===== src/rtl/scope_capture_ctrl_if.sv =====
`default_nettype none
// ============================================================================
// Module  : scope_capture_ctrl_if
// Desc    : sample-RAM write bus between the capture sequencer and the RAM
// Rev     : 1.0
// ============================================================================
interface scope_capture_ctrl_if #(
  parameter int AW = 10,
  parameter int DW = 10
);
  logic          wr_en;
  logic [AW-1:0] wr_addr;
  logic [DW-1:0] wr_data;

  modport master (output wr_en, wr_addr, wr_data);
  modport slave  (input  wr_en, wr_addr, wr_data);
endinterface
`default_nettype wire


===== src/rtl/scope_capture_ctrl.sv =====
`default_nettype none
// ============================================================================
// Module  : scope_capture_ctrl
// Desc    : circular-buffer capture sequencer with pre/post fill and auto trigger
// Rev     : 1.0
// ============================================================================
module scope_capture_ctrl #(
  parameter int AW      = 10,
  parameter int DW      = 10,
  parameter int AUTO_TO = 4096
) (
  input  wire                  clk,
  input  wire                  rst_n,
  input  wire                  arm,
  input  wire                  abort,
  input  wire                  smp_en,
  input  wire  [DW-1:0]        smp_data,
  input  wire  [DW-1:0]        trig_level,
  input  wire                  trig_rise,
  input  wire                  auto_mode,
  input  wire  [AW-1:0]        pre_len,
  scope_capture_ctrl_if.master wr,
  output logic [2:0]           state,
  output logic                 busy,
  output logic                 done,
  output logic                 forced,
  output logic [AW-1:0]        start_addr
);
  localparam int               c_acw       = $clog2(AUTO_TO + 1);
  localparam logic [c_acw-1:0] c_auto_last = c_acw'(AUTO_TO - 1);
  localparam logic [c_acw-1:0] c_auto_sat  = c_acw'(AUTO_TO);
  localparam logic [AW-1:0]    c_one       = AW'(1);

  typedef enum logic [2:0] {
    S_IDLE = 3'd0,
    S_PRE  = 3'd1,
    S_WAIT = 3'd2,
    S_POST = 3'd3,
    S_DONE = 3'd4
  } state_t;

  state_t           r_state, w_state_nxt;
  logic [AW-1:0]    r_ptr, r_pre_len, r_pre_cnt, r_post_cnt, r_start_addr;
  logic [DW-1:0]    r_level, r_prev;
  logic             r_rise, r_prev_valid;
  logic [c_acw-1:0] r_auto_cnt;
  logic             r_wr_en, r_done, r_forced;
  logic [AW-1:0]    r_wr_addr;
  logic [DW-1:0]    r_wr_data;

  logic          w_accept, w_edge, w_auto_hit, w_pre_last;
  logic          w_start, w_fire, w_enter_wait;
  logic [AW-1:0] w_post_len;

  assign busy       = (r_state == S_PRE) || (r_state == S_WAIT) || (r_state == S_POST);
  assign w_accept   = smp_en && busy && !abort;
  assign w_edge     = r_prev_valid &&
                      (r_rise ? ((r_prev < r_level) && (smp_data >= r_level))
                              : ((r_prev > r_level) && (smp_data <= r_level)));
  assign w_auto_hit = auto_mode && (r_auto_cnt == c_auto_last);
  assign w_pre_last = (r_pre_cnt + c_one) == r_pre_len;
  // Frame length minus pre-trigger part minus the trigger sample itself.
  assign w_post_len = ~r_pre_len;

  always_comb begin
    w_state_nxt = r_state;
    w_start     = 1'b0;
    w_fire      = 1'b0;
    if (abort) begin
      w_state_nxt = S_IDLE;
    end else begin
      case (r_state)
        S_IDLE, S_DONE: begin
          if (arm) begin
            w_start     = 1'b1;
            w_state_nxt = (pre_len == '0) ? S_WAIT : S_PRE;
          end
        end
        S_PRE: begin
          if (w_accept && w_pre_last) w_state_nxt = S_WAIT;
        end
        S_WAIT: begin
          if (w_accept && (w_edge || w_auto_hit)) begin
            w_fire      = 1'b1;
            w_state_nxt = (w_post_len == '0) ? S_DONE : S_POST;
          end
        end
        S_POST: begin
          if (w_accept && (r_post_cnt == c_one)) w_state_nxt = S_DONE;
        end
        default: w_state_nxt = S_IDLE;
      endcase
    end
  end

  assign w_enter_wait = (w_state_nxt == S_WAIT) && (r_state != S_WAIT);

  always_ff @(posedge clk or negedge rst_n) begin
    if (!rst_n) r_state <= S_IDLE;
    else        r_state <= w_state_nxt;
  end

  always_ff @(posedge clk or negedge rst_n) begin
    if (!rst_n) begin
      r_ptr        <= '0;
      r_pre_len    <= '0;
      r_pre_cnt    <= '0;
      r_post_cnt   <= '0;
      r_start_addr <= '0;
      r_level      <= '0;
      r_prev       <= '0;
      r_rise       <= 1'b0;
      r_prev_valid <= 1'b0;
      r_auto_cnt   <= '0;
      r_wr_en      <= 1'b0;
      r_wr_addr    <= '0;
      r_wr_data    <= '0;
      r_done       <= 1'b0;
      r_forced     <= 1'b0;
    end else begin
      r_wr_en <= 1'b0;
      if (abort) begin
        r_done <= 1'b0;
      end else begin
        if (w_start) begin
          r_ptr        <= '0;
          r_pre_len    <= pre_len;
          r_pre_cnt    <= '0;
          r_level      <= trig_level;
          r_rise       <= trig_rise;
          r_prev_valid <= 1'b0;
          r_done       <= 1'b0;
          r_forced     <= 1'b0;
        end
        if (w_accept) begin
          r_wr_en      <= 1'b1;
          r_wr_addr    <= r_ptr;
          r_wr_data    <= smp_data;
          r_ptr        <= r_ptr + c_one;
          r_prev       <= smp_data;
          r_prev_valid <= 1'b1;
        end
        if (w_accept && (r_state == S_PRE)) r_pre_cnt <= r_pre_cnt + c_one;
        if (w_enter_wait) begin
          r_auto_cnt <= '0;
        end else if (w_accept && (r_state == S_WAIT) && (r_auto_cnt != c_auto_sat)) begin
          r_auto_cnt <= r_auto_cnt + 1'b1;
        end
        if (w_fire) begin
          r_start_addr <= r_ptr - r_pre_len;
          r_post_cnt   <= w_post_len;
          r_forced     <= !w_edge;
        end
        if (w_accept && (r_state == S_POST)) r_post_cnt <= r_post_cnt - c_one;
        if ((w_state_nxt == S_DONE) && (r_state != S_DONE)) r_done <= 1'b1;
      end
    end
  end

  assign state      = r_state;
  assign done       = r_done;
  assign forced     = r_forced;
  assign start_addr = r_start_addr;
  assign wr.wr_en   = r_wr_en;
  assign wr.wr_addr = r_wr_addr;
  assign wr.wr_data = r_wr_data;
endmodule
`default_nettype wire


===== src/flat_wrapper.sv =====
// flat-port wrapper written by rule: the top's interface ports become plain ports
module scope_capture_ctrl_flat 
#(
  parameter int AW      = 10,
  parameter int DW      = 10,
  parameter int AUTO_TO = 4096
)
  (clk, rst_n, arm, abort, smp_en, smp_data, trig_level, trig_rise, auto_mode, pre_len, state, busy, done, forced, start_addr, wr_wr_en, wr_wr_addr, wr_wr_data);
  scope_capture_ctrl_if #(.AW(AW), .DW(DW)) wr_i ();
  input  wire clk;
  input  wire rst_n;
  input  wire arm;
  input  wire abort;
  input  wire smp_en;
  input  wire  [DW-1:0] smp_data;
  input  wire  [DW-1:0] trig_level;
  input  wire trig_rise;
  input  wire auto_mode;
  input  wire  [AW-1:0] pre_len;
  output logic [2:0] state;
  output logic busy;
  output logic done;
  output logic forced;
  output logic [AW-1:0] start_addr;
  output wire logic [$bits(wr_i.wr_en)-1:0] wr_wr_en;
  output wire logic [$bits(wr_i.wr_addr)-1:0] wr_wr_addr;
  output wire logic [$bits(wr_i.wr_data)-1:0] wr_wr_data;
  assign wr_wr_en = wr_i.wr_en;
  assign wr_wr_addr = wr_i.wr_addr;
  assign wr_wr_data = wr_i.wr_data;
  scope_capture_ctrl #(.AW(AW), .DW(DW), .AUTO_TO(AUTO_TO)) u_core (.clk(clk), .rst_n(rst_n), .arm(arm), .abort(abort), .smp_en(smp_en), .smp_data(smp_data), .trig_level(trig_level), .trig_rise(trig_rise), .auto_mode(auto_mode), .pre_len(pre_len), .wr(wr_i), .state(state), .busy(busy), .done(done), .forced(forced), .start_addr(start_addr));
endmodule

===== config.mk =====
export PLATFORM = sky130hd
export DESIGN_NAME = scope_capture_ctrl_flat
export DESIGN_NICKNAME = d
export VERILOG_FILES = /design/src/rtl/scope_capture_ctrl_if.sv /design/src/rtl/scope_capture_ctrl.sv /design/src/flat_wrapper.sv
export SDC_FILE = /design/constraint.sdc
export NUM_CORES = 1
export LEC_CHECK = 0
export ABC_AREA = 1
export CORE_ASPECT_RATIO = 0.7
export CORE_MARGIN = 8
export CORE_UTILIZATION = 30
export CTS_BUF_LIST = sky130_fd_sc_hd__clkbuf_8
export CTS_CLUSTER_SIZE = 12
export DETAILED_ROUTE_END_ITERATION = 6
export DONT_BUFFER_PORTS = 1
export HOLD_SLACK_MARGIN = 0.05
export MAX_ROUTING_LAYER = met4
export REMOVE_ABC_BUFFERS = 1
export SLEW_MARGIN = 20
export SYNTH_ARGS = -nofsm -noshare
export SYNTH_HDL_FRONTEND = slang
export SYNTH_SLANG_ARGS = --single-unit

===== constraint.sdc =====
create_clock -name clk -period 4 [get_ports clk]
set_input_delay 0.8 -clock clk [delete_from_list [all_inputs] [get_ports clk]]
set_output_delay 0.8 -clock clk [all_outputs]
set_load 0.005 [all_outputs]

==> results of run 1 <==
## sequential cells by signal, indices dropped and copies added, names as in the netlist
| name | cells |
|---|---|
| u_core.done | 1 |
| u_core.forced | 1 |
| u_core.r_auto_cnt | 13 |
| u_core.r_level | 10 |
| u_core.r_post_cnt | 10 |
| u_core.r_pre_cnt | 10 |
| u_core.r_pre_len | 10 |
| u_core.r_prev_valid | 1 |
| u_core.r_ptr | 10 |
| u_core.r_rise | 1 |
| u_core.start_addr | 10 |
| u_core.state | 3 |
| u_core.wr.wr_addr | 10 |
| u_core.wr.wr_data | 10 |
| u_core.wr.wr_en | 1 |
## worst paths after layout
check	endpoint	slack, ns	depth (start not counted)
min in group clk	u_core.state[1]	0.47	1
min	u_core.r_post_cnt[1]	0.11	0
max	u_core.r_post_cnt[1]	1.11	16
max reg2reg	u_core.r_post_cnt[1]	1.11	16
min reg2reg	u_core.r_prev_valid	0.49	2
max in group asynchronous	u_core.r_ptr[3]	3.75	0
## where the power goes
part | switching, mW | internal, mW | total [mW]
sequential | 0.0774 | 1.10 | 1.18
combinational | 0.282 | 0.160 | 0.442
clock | 0.376 | 0.388 | 0.764
total | 0.735 | 1.65 | 2.39
## routing by layer
layer  vias up  track usage [%]
met5         -                -
li1       2411                -
met3        10            4.430
met4         0            2.973
met2        96            18.85
met1      2160            17.57
## critical path, stage by stage (launching register included)
cell      delay, ns
dfrtp_1        0.43
ha_1           0.31
nand2_1        0.07
nor2_1         0.23
inv_1          0.07
a21oi_1        0.15
nor2_1         0.08
nor2_1         0.08
nand2_1        0.05
nand2_1        0.05
nand3_1        0.15
nand2_2        0.14
nand2_1        0.31
nand2_1        0.28
inv_1          0.15
nand2_1        0.08
o221ai_1       0.10
## through the flow
stage          power, mW  area [um^2]
6_report           2.387         6375
4_1_cts            2.426         6375
3_5_place_dp       1.642         6141
5_1_grt            2.544         6375
3_3_place_gp       1.637         6141
2_1_floorplan      1.506         5773
## kinds of logic (layout without fill, tap and decap cells)
family / after synthesis / count (layout) / synth area share, %
adder cells (fa/ha/maj): 36 / 36 / 7.831
multiplexers: 1 / 1 / 0.1712
XOR/XNOR: 28 / 28 / 4.429
buffers and inverters: 139 / 144 / 9.264
AND/OR/NAND/NOR: 336 / 336 / 24.33
AO/OA/AOI/OAI: 112 / 112 / 10.76
flip-flops: 101 / 101 / 43.22
## layout make-up
class	count	area [um^2]
fillers	2044	12650
multi-input cells	513	2786
flip-flops and latches	101	2527
inverters	124	466.7
well taps	264	330.3
clock buffers	11	151.4
clock inverters	5	82.58
repair buffers	4	30.03
## cell usage in the layout (no fill, tap or decap), types with 2 or more instances in the layout
master,Yosys,final
nor2_1,60,59
nand2_2,5,5
nor2_4,1,2
clkinv_4,0,2
o21ai_0,54,54
a31oi_1,3,3
o22ai_1,14,14
buf_4,0,4
inv_1,118,118
a21oi_1,25,25
inv_2,4,4
nand3_1,29,29
nand2_1,203,203
xor2_1,16,16
clkinv_2,1,2
nor2_2,4,4
clkbuf_8,0,11
ha_1,35,35
o21ai_1,2,2
nand3b_1,4,4
nor4_1,6,6
xnor2_1,11,11
nor3_1,11,11
dfrtp_1,101,101
a211oi_1,3,3
bufinv_16,0,2
o32ai_1,2,2
o221ai_1,2,2
o21bai_1,2,2
nand4_1,10,10
==> flow_results.xml, run 1 <==
<?xml version="1.0" encoding="UTF-8"?>
<metrics>
  <group name="run_status">
    <metric name="run_status" unit="">finished clean</metric>
  </group>
  <group name="yosys">
    <metric name="synthesis.area" unit="um^2">5848</metric>
    <metric name="synth-edff-count" unit="">0</metric>
    <metric name="synth.distinct_cells" unit="">42</metric>
    <metric name="synth_top_flop_cell" unit="">dfrtp_1</metric>
    <metric name="asyncSetResetFlopFracSynth" unit="%">100.0</metric>
    <metric name="synth_area_leaders" unit="">dfrtp_1 (43%), nand2_1 (13%), inv_1 (7.6%), ha_1 (7.5%), o21ai_0 (4.6%)</metric>
    <metric name="synthesis.yosys.warnings" unit="">0</metric>
    <metric name="post-synth-top-area-cell" unit="">dfrtp_1</metric>
    <metric name="most_used_standard_cells_in_the_synthesized_netlist" unit="">nand2_1 (203), inv_1 (118), dfrtp_1 (101)</metric>
    <metric name="yosysMostFrequentCell" unit="">nand2_1</metric>
    <metric name="number_of_cells_produced_by_synthesis" unit="">753</metric>
    <metric name="ys_seq_area_share" unit="%">43.22</metric>
    <metric name="syn_area_per_cell" unit="um^2">7.766</metric>
    <metric name="post-synth-top-area-fraction" unit="%">43.22</metric>
    <metric name="synth.ff_latch_count" unit="">101</metric>
  </group>
  <group name="floorplanning">
    <metric name="effective_utilization_at_floorplan" unit="%">30.74</metric>
    <metric name="coreArea" unit="um^2">19020</metric>
    <metric name="num_rows" unit="">42</metric>
    <metric name="ios" unit="">74</metric>
    <metric name="die-width" unit="um">182.9</metric>
    <metric name="chipHeight" unit="um">132.8</metric>
    <metric name="die_ar" unit="um^2">24290</metric>
  </group>
  <group name="timing">
    <metric name="total_count_of_max_transition_violations_in_the_final_report" unit="">0</metric>
    <metric name="max_freq" unit="MHz">345.8</metric>
    <metric name="fin_ws" unit="ns">1.109</metric>
    <metric name="worst-slew-pin-transition" unit="ns">0.7757</metric>
    <metric name="setup-tns-final" unit="ns">0</metric>
    <metric name="post-route-min-period" unit="ns">2.891</metric>
    <metric name="share_of_the_clock_period_used_by_the_worst_path_after_layout" unit="%">72.29</metric>
    <metric name="hold-worst-slack" unit="ns">0.1085</metric>
    <metric name="report.final.setup_viol" unit="">0</metric>
    <metric name="final_hold_viol_count" unit="">0</metric>
    <metric name="slew_headroom" unit="%">47.81</metric>
    <metric name="clock_skew" unit="ns">0.01189</metric>
    <metric name="grt_setup_unrepaired" unit="">false</metric>
  </group>
  <group name="clock_network">
    <metric name="cts_tree" unit="">done</metric>
    <metric name="clockBufferDepth" unit="">2</metric>
    <metric name="cts_hold_repair.buffers" unit="">0</metric>
    <metric name="tritoncts_num_sinks" unit="">101</metric>
    <metric name="cts_post_setup_buffers_inserted" unit="">0</metric>
    <metric name="clock_tree.root_cell" unit="">clkbuf_8</metric>
    <metric name="clk-insertion-delay-late" unit="ns">0.39</metric>
    <metric name="resize_count_post_cts" unit="">0</metric>
    <metric name="clock_buffers_created_by_tritoncts" unit="">9</metric>
    <metric name="clock_tree.htree_level_count" unit="">3</metric>
    <metric name="clk_transition_reported_paths" unit="ns">0.10</metric>
  </group>
  <group name="global_route">
    <metric name="overflow" unit="">0</metric>
    <metric name="grt.total_usage" unit="%">13.13</metric>
    <metric name="grt_antenna_before_repair" unit="">0</metric>
    <metric name="global_route_wire_length_before_repair" unit="um">24510</metric>
    <metric name="pin_count_of_the_biggest_net_entering_global_routing" unit="">102</metric>
    <metric name="grt_pass1_vias" unit="">4385</metric>
  </group>
  <group name="route">
    <metric name="highest-signal-layer" unit="">met4</metric>
    <metric name="antenna_violating_nets_left" unit="">0</metric>
    <metric name="route.detailed.vias_per_inst" unit="">4.576</metric>
    <metric name="detailedRoute.firstIterationViolations" unit="">356</metric>
    <metric name="route.detailed.wl_per_inst" unit="um">14.92</metric>
    <metric name="detailroute.wirelength.met2" unit="um">6519</metric>
    <metric name="routed_wirelength" unit="um">15250</metric>
    <metric name="number_of_vias_in_the_routed_layout" unit="">4677</metric>
    <metric name="met3_length" unit="um">1060</metric>
    <metric name="drt_pre_antenna_iters" unit="">5</metric>
    <metric name="drt-met1-wl" unit="um">7530</metric>
    <metric name="drc" unit="">0</metric>
  </group>
  <group name="worst_hold_path">
    <metric name="hp-class" unit="">in2async</metric>
  </group>
  <group name="pwr">
    <metric name="max-vdd-ir-drop" unit="mV">0.1382</metric>
    <metric name="p_leak" unit="nW">3.239</metric>
    <metric name="pwr_density_cell" unit="nW/um^2">374.4</metric>
  </group>
  <group name="place">
    <metric name="dpl.cell_count" unit="">1006</metric>
    <metric name="place_ws" unit="ns">0.9879</metric>
    <metric name="final_replace_weighted_congestion" unit="">0.8706</metric>
    <metric name="dp.final_hpwl" unit="um">11330</metric>
    <metric name="io_buffers" unit="">0</metric>
  </group>
  <group name="final_layout">
    <metric name="fraction_of_final_layout_cells_with_drive_strength_greater_than_1" unit="%">5.145</metric>
    <metric name="growth_of_design_area_from_synthesis_to_finish" unit="%">9.007</metric>
    <metric name="layout.cells.non_filler" unit="">1022</metric>
    <metric name="finalCoreUtilization" unit="%">33.51</metric>
    <metric name="antennaDiodeCount" unit="">0</metric>
    <metric name="design.final.nets" unit="">826</metric>
  </group>
  <group name="critical_path">
    <metric name="r2r_start" unit="">u_core.wr.wr_data[9]</metric>
    <metric name="required" unit="ns">4.25</metric>
    <metric name="path_class" unit="">reg2reg</metric>
    <metric name="worst_setup_path_end_kind" unit="">flip-flop</metric>
    <metric name="startpoint_type" unit="">flip-flop</metric>
    <metric name="critical_path.max_fanout" unit="">14</metric>
    <metric name="worstSetupStartpoint" unit="">u_core.wr.wr_data[9]</metric>
    <metric name="cp.arrival" unit="ns">3.14</metric>
  </group>
  <group name="run">
    <metric name="cap_violations" unit="">0</metric>
  </group>
</metrics>
(Power assumes the default switching activity.)
==> run 2: changes to the inputs <==
clock period = 2.8 ns   (was 4 ns; I/O delays follow)
==> run 2 against run 1 <==
The flow now finishes with violations (hold timing). Register-to-register slack lost 0.84 ns. Combinational power rose by 49%. Clock-buffer cell count fell by 2. First-iteration DRC count down 15%.
==> flow_results.xml, run 2 (synthesis results as in run 1) <==
<?xml version="1.0" encoding="UTF-8"?>
<metrics>
  <group name="run_status">
    <metric name="run_status" unit="">finished, violations left</metric>
    <metric name="violations_in_the_final_reports" unit="">hold timing</metric>
  </group>
  <group name="global_route">
    <metric name="pin_count_of_the_biggest_net_entering_global_routing" unit="">102</metric>
    <metric name="global_route_wire_length_before_repair" unit="um">25050</metric>
    <metric name="grt_antenna_before_repair" unit="">0</metric>
    <metric name="overflow" unit="">0</metric>
    <metric name="grt_pass1_vias" unit="">4454</metric>
    <metric name="grt.total_usage" unit="%">13.51</metric>
  </group>
  <group name="route">
    <metric name="route.detailed.wl_per_inst" unit="um">15.01</metric>
    <metric name="antenna_violating_nets_left" unit="">0</metric>
    <metric name="detailedRoute.firstIterationViolations" unit="">304</metric>
    <metric name="route.detailed.vias_per_inst" unit="">4.549</metric>
    <metric name="routed_wirelength" unit="um">15460</metric>
    <metric name="number_of_vias_in_the_routed_layout" unit="">4685</metric>
    <metric name="drt_pre_antenna_iters" unit="">5</metric>
    <metric name="drc" unit="">0</metric>
  </group>
  <group name="timing">
    <metric name="max_freq" unit="MHz">395.1</metric>
    <metric name="final_hold_viol_count" unit="">101</metric>
    <metric name="grt_setup_unrepaired" unit="">false</metric>
    <metric name="slew_headroom" unit="%">61.72</metric>
    <metric name="total_count_of_max_transition_violations_in_the_final_report" unit="">0</metric>
    <metric name="post-route-min-period" unit="ns">2.531</metric>
    <metric name="worst-slew-pin-transition" unit="ns">0.5690</metric>
    <metric name="setup-tns-final" unit="ns">0</metric>
    <metric name="clock_skew" unit="ns">0.01034</metric>
    <metric name="hold-worst-slack" unit="ns">-0.1477</metric>
    <metric name="share_of_the_clock_period_used_by_the_worst_path_after_layout" unit="%">90.40</metric>
    <metric name="report.final.setup_viol" unit="">0</metric>
  </group>
  <group name="final_layout">
    <metric name="fraction_of_final_layout_cells_with_drive_strength_greater_than_1" unit="%">6.266</metric>
    <metric name="largest_register_ffs" unit="">13</metric>
    <metric name="growth_of_design_area_from_synthesis_to_finish" unit="%">9.842</metric>
    <metric name="design.final.nets" unit="">834</metric>
    <metric name="layout.cells.most_common" unit="">nand2_1</metric>
    <metric name="number_of_filler_cells_placed_in_the_layout" unit="">2058</metric>
    <metric name="mostFrequentLayoutCells" unit="">nand2_1 (203), inv_1 (118), dfrtp_1 (100), nor2_1 (59), o21ai_0 (54)</metric>
    <metric name="max_flop_register" unit="">u_core.r_auto_cnt</metric>
    <metric name="antennaDiodeCount" unit="">0</metric>
  </group>
  <group name="clock_network">
    <metric name="clk_transition_reported_paths" unit="ns">0.11</metric>
    <metric name="clock_tree.root_cell" unit="">clkbuf_8</metric>
    <metric name="cts_tree" unit="">done</metric>
    <metric name="clock_tree.htree_level_count" unit="">3</metric>
    <metric name="clockBufferDepth" unit="">2</metric>
    <metric name="tritoncts_num_sinks" unit="">101</metric>
    <metric name="clock_buffers_created_by_tritoncts" unit="">9</metric>
    <metric name="clk-insertion-delay-late" unit="ns">0.39</metric>
  </group>
  <group name="floorplanning">
    <metric name="die-width" unit="um">182.9</metric>
    <metric name="die_ar" unit="um^2">24290</metric>
    <metric name="effective_utilization_at_floorplan" unit="%">30.74</metric>
    <metric name="ios" unit="">74</metric>
    <metric name="coreArea" unit="um^2">19020</metric>
    <metric name="chipHeight" unit="um">132.8</metric>
    <metric name="num_rows" unit="">42</metric>
  </group>
  <group name="place">
    <metric name="dp.final_hpwl" unit="um">11690</metric>
    <metric name="final_replace_weighted_congestion" unit="">0.8828</metric>
    <metric name="io_buffers" unit="">0</metric>
  </group>
  <group name="critical_path">
    <metric name="timing.rr.end" unit="">u_core.r_post_cnt[1]</metric>
    <metric name="path_buf_inv" unit="">2</metric>
    <metric name="required" unit="ns">3.05</metric>
    <metric name="worst_setup_path_end_kind" unit="">flip-flop</metric>
    <metric name="r2r_slack" unit="ns">0.27</metric>
    <metric name="cp.arrival" unit="ns">2.78</metric>
    <metric name="slowest_stage" unit="">dfrtp_1</metric>
    <metric name="path_class" unit="">reg2reg</metric>
    <metric name="crit_top_cell" unit="">nand2_1</metric>
    <metric name="startpoint_type" unit="">flip-flop</metric>
    <metric name="critical_path.max_fanout" unit="">6</metric>
    <metric name="r2r_start" unit="">u_core.wr.wr_data[9]</metric>
    <metric name="timing.critical_path.slowest_cell_delay" unit="ns">0.43</metric>
    <metric name="critical-path-top-delay-family" unit="">simple AND/OR/NAND/NOR gates</metric>
    <metric name="path_cells" unit="">ha_1 &gt; nand2_1 &gt; nor2_1 &gt; inv_1 &gt; a21oi_1 &gt; nor2_1 &gt; nor2_1 &gt; nand2_1 &gt; nand2_1 &gt; nand3_1 &gt; nand2_2 &gt; nand2_1 &gt; nand2_1 &gt; inv_1 &gt; nand2_1 &gt; o221ai_1</metric>
    <metric name="worstRegToRegCells" unit="">16</metric>
  </group>
  <group name="pwr">
    <metric name="p_total" unit="mW">3.397</metric>
    <metric name="p_leak" unit="nW">3.264</metric>
    <metric name="pwr_density_cell" unit="nW/um^2">528.8</metric>
    <metric name="max-vdd-ir-drop" unit="mV">0.2093</metric>
  </group>
  <group name="run">
    <metric name="cap_violations" unit="">0</metric>
  </group>
  <group name="worst_hold_path">
    <metric name="hp-class" unit="">in2async</metric>
  </group>
</metrics>
## run 2: worst max-delay path by stage
stage               slack [ns]                 start  cells past startpoint                    to
floorplan                 0.09       u_core.state[1]                      8       u_core.r_ptr[5]
global placement          0.27           smp_data[9]                     14  u_core.start_addr[8]
detailed placement        0.20           smp_data[9]                     14  u_core.r_post_cnt[2]
CTS                       0.27   u_core.r_pre_cnt[0]                     13  u_core.r_auto_cnt[9]
global route              0.01     u_core.r_level[9]                     16  u_core.r_post_cnt[6]
finish                    0.27  u_core.wr.wr_data[9]                     16  u_core.r_post_cnt[1]
## run 2: routing by layer
metal  track usage, %  wire length [um]
met5                -                 0
met4            2.748               150
met3            4.348              1302
met2            18.81              6369
met1            18.79              7637
## run 2: final cells by class
cell class / instances / area [um^2] / share of cell area, %
clock inverters: 7 / 97.59 / 1.519
multi-input cells: 513 / 2786 / 43.38
repair buffers: 12 / 90.09 / 1.402
well taps: 264 / 330.3 / 5.142
inverters: 124 / 466.7 / 7.265
flip-flops and latches: 101 / 2529 / 39.37
clock buffers: 9 / 123.9 / 1.928
## run 2: per-stage QoR
| stage | utilization [%] | worst slack (ns) | std cells | instance area [um^2] | hold slack [ns] |
|---|---|---|---|---|---|
| 3_5_place_dp | 32.52 | 0.2040 | 1012 | 6186 | 0.2732 |
| 5_1_grt | 33.77 | 0.01491 | 1030 | 6424 | -0.1772 |
| 6_report | 33.77 | 0.2687 | 1030 | 6424 | -0.1477 |
| 3_3_place_gp | 32.52 | 0.2711 | 1012 | 6186 | 0.2692 |
| 2_1_floorplan | - | 0.08619 | 738 | 5773 | 0.2644 |
| 4_1_cts | 33.68 | 0.2746 | 1028 | 6407 | -0.1644 |
## run 2: timing repair
item	4_1_cts	5_1_grt
buffers inserted	0	2
setup endpoints to repair	0	13
gates resized for setup	0	1
hold endpoints to repair	101	101
## run 2: worst reg2reg max path, stage by stage, from the launching register on
cell and delay, ns:
dfrtp_1 0.43, ha_1 0.31, nand2_1 0.07, nor2_1 0.23
inv_1 0.07, a21oi_1 0.13, nor2_1 0.08, nor2_1 0.08
nand2_1 0.06, nand2_1 0.05, nand3_1 0.14, nand2_2 0.14
nand2_1 0.11, nand2_1 0.18, inv_1 0.15, nand2_1 0.09
o221ai_1 0.10
## run 2: power breakdown
part	internal, mW	leakage, nW	total [mW]	switching [mW]
sequential	1.58	1.33	1.68	0.108
combinational	0.242	1.83	0.659	0.416
clock	0.507	0.106	1.05	0.547
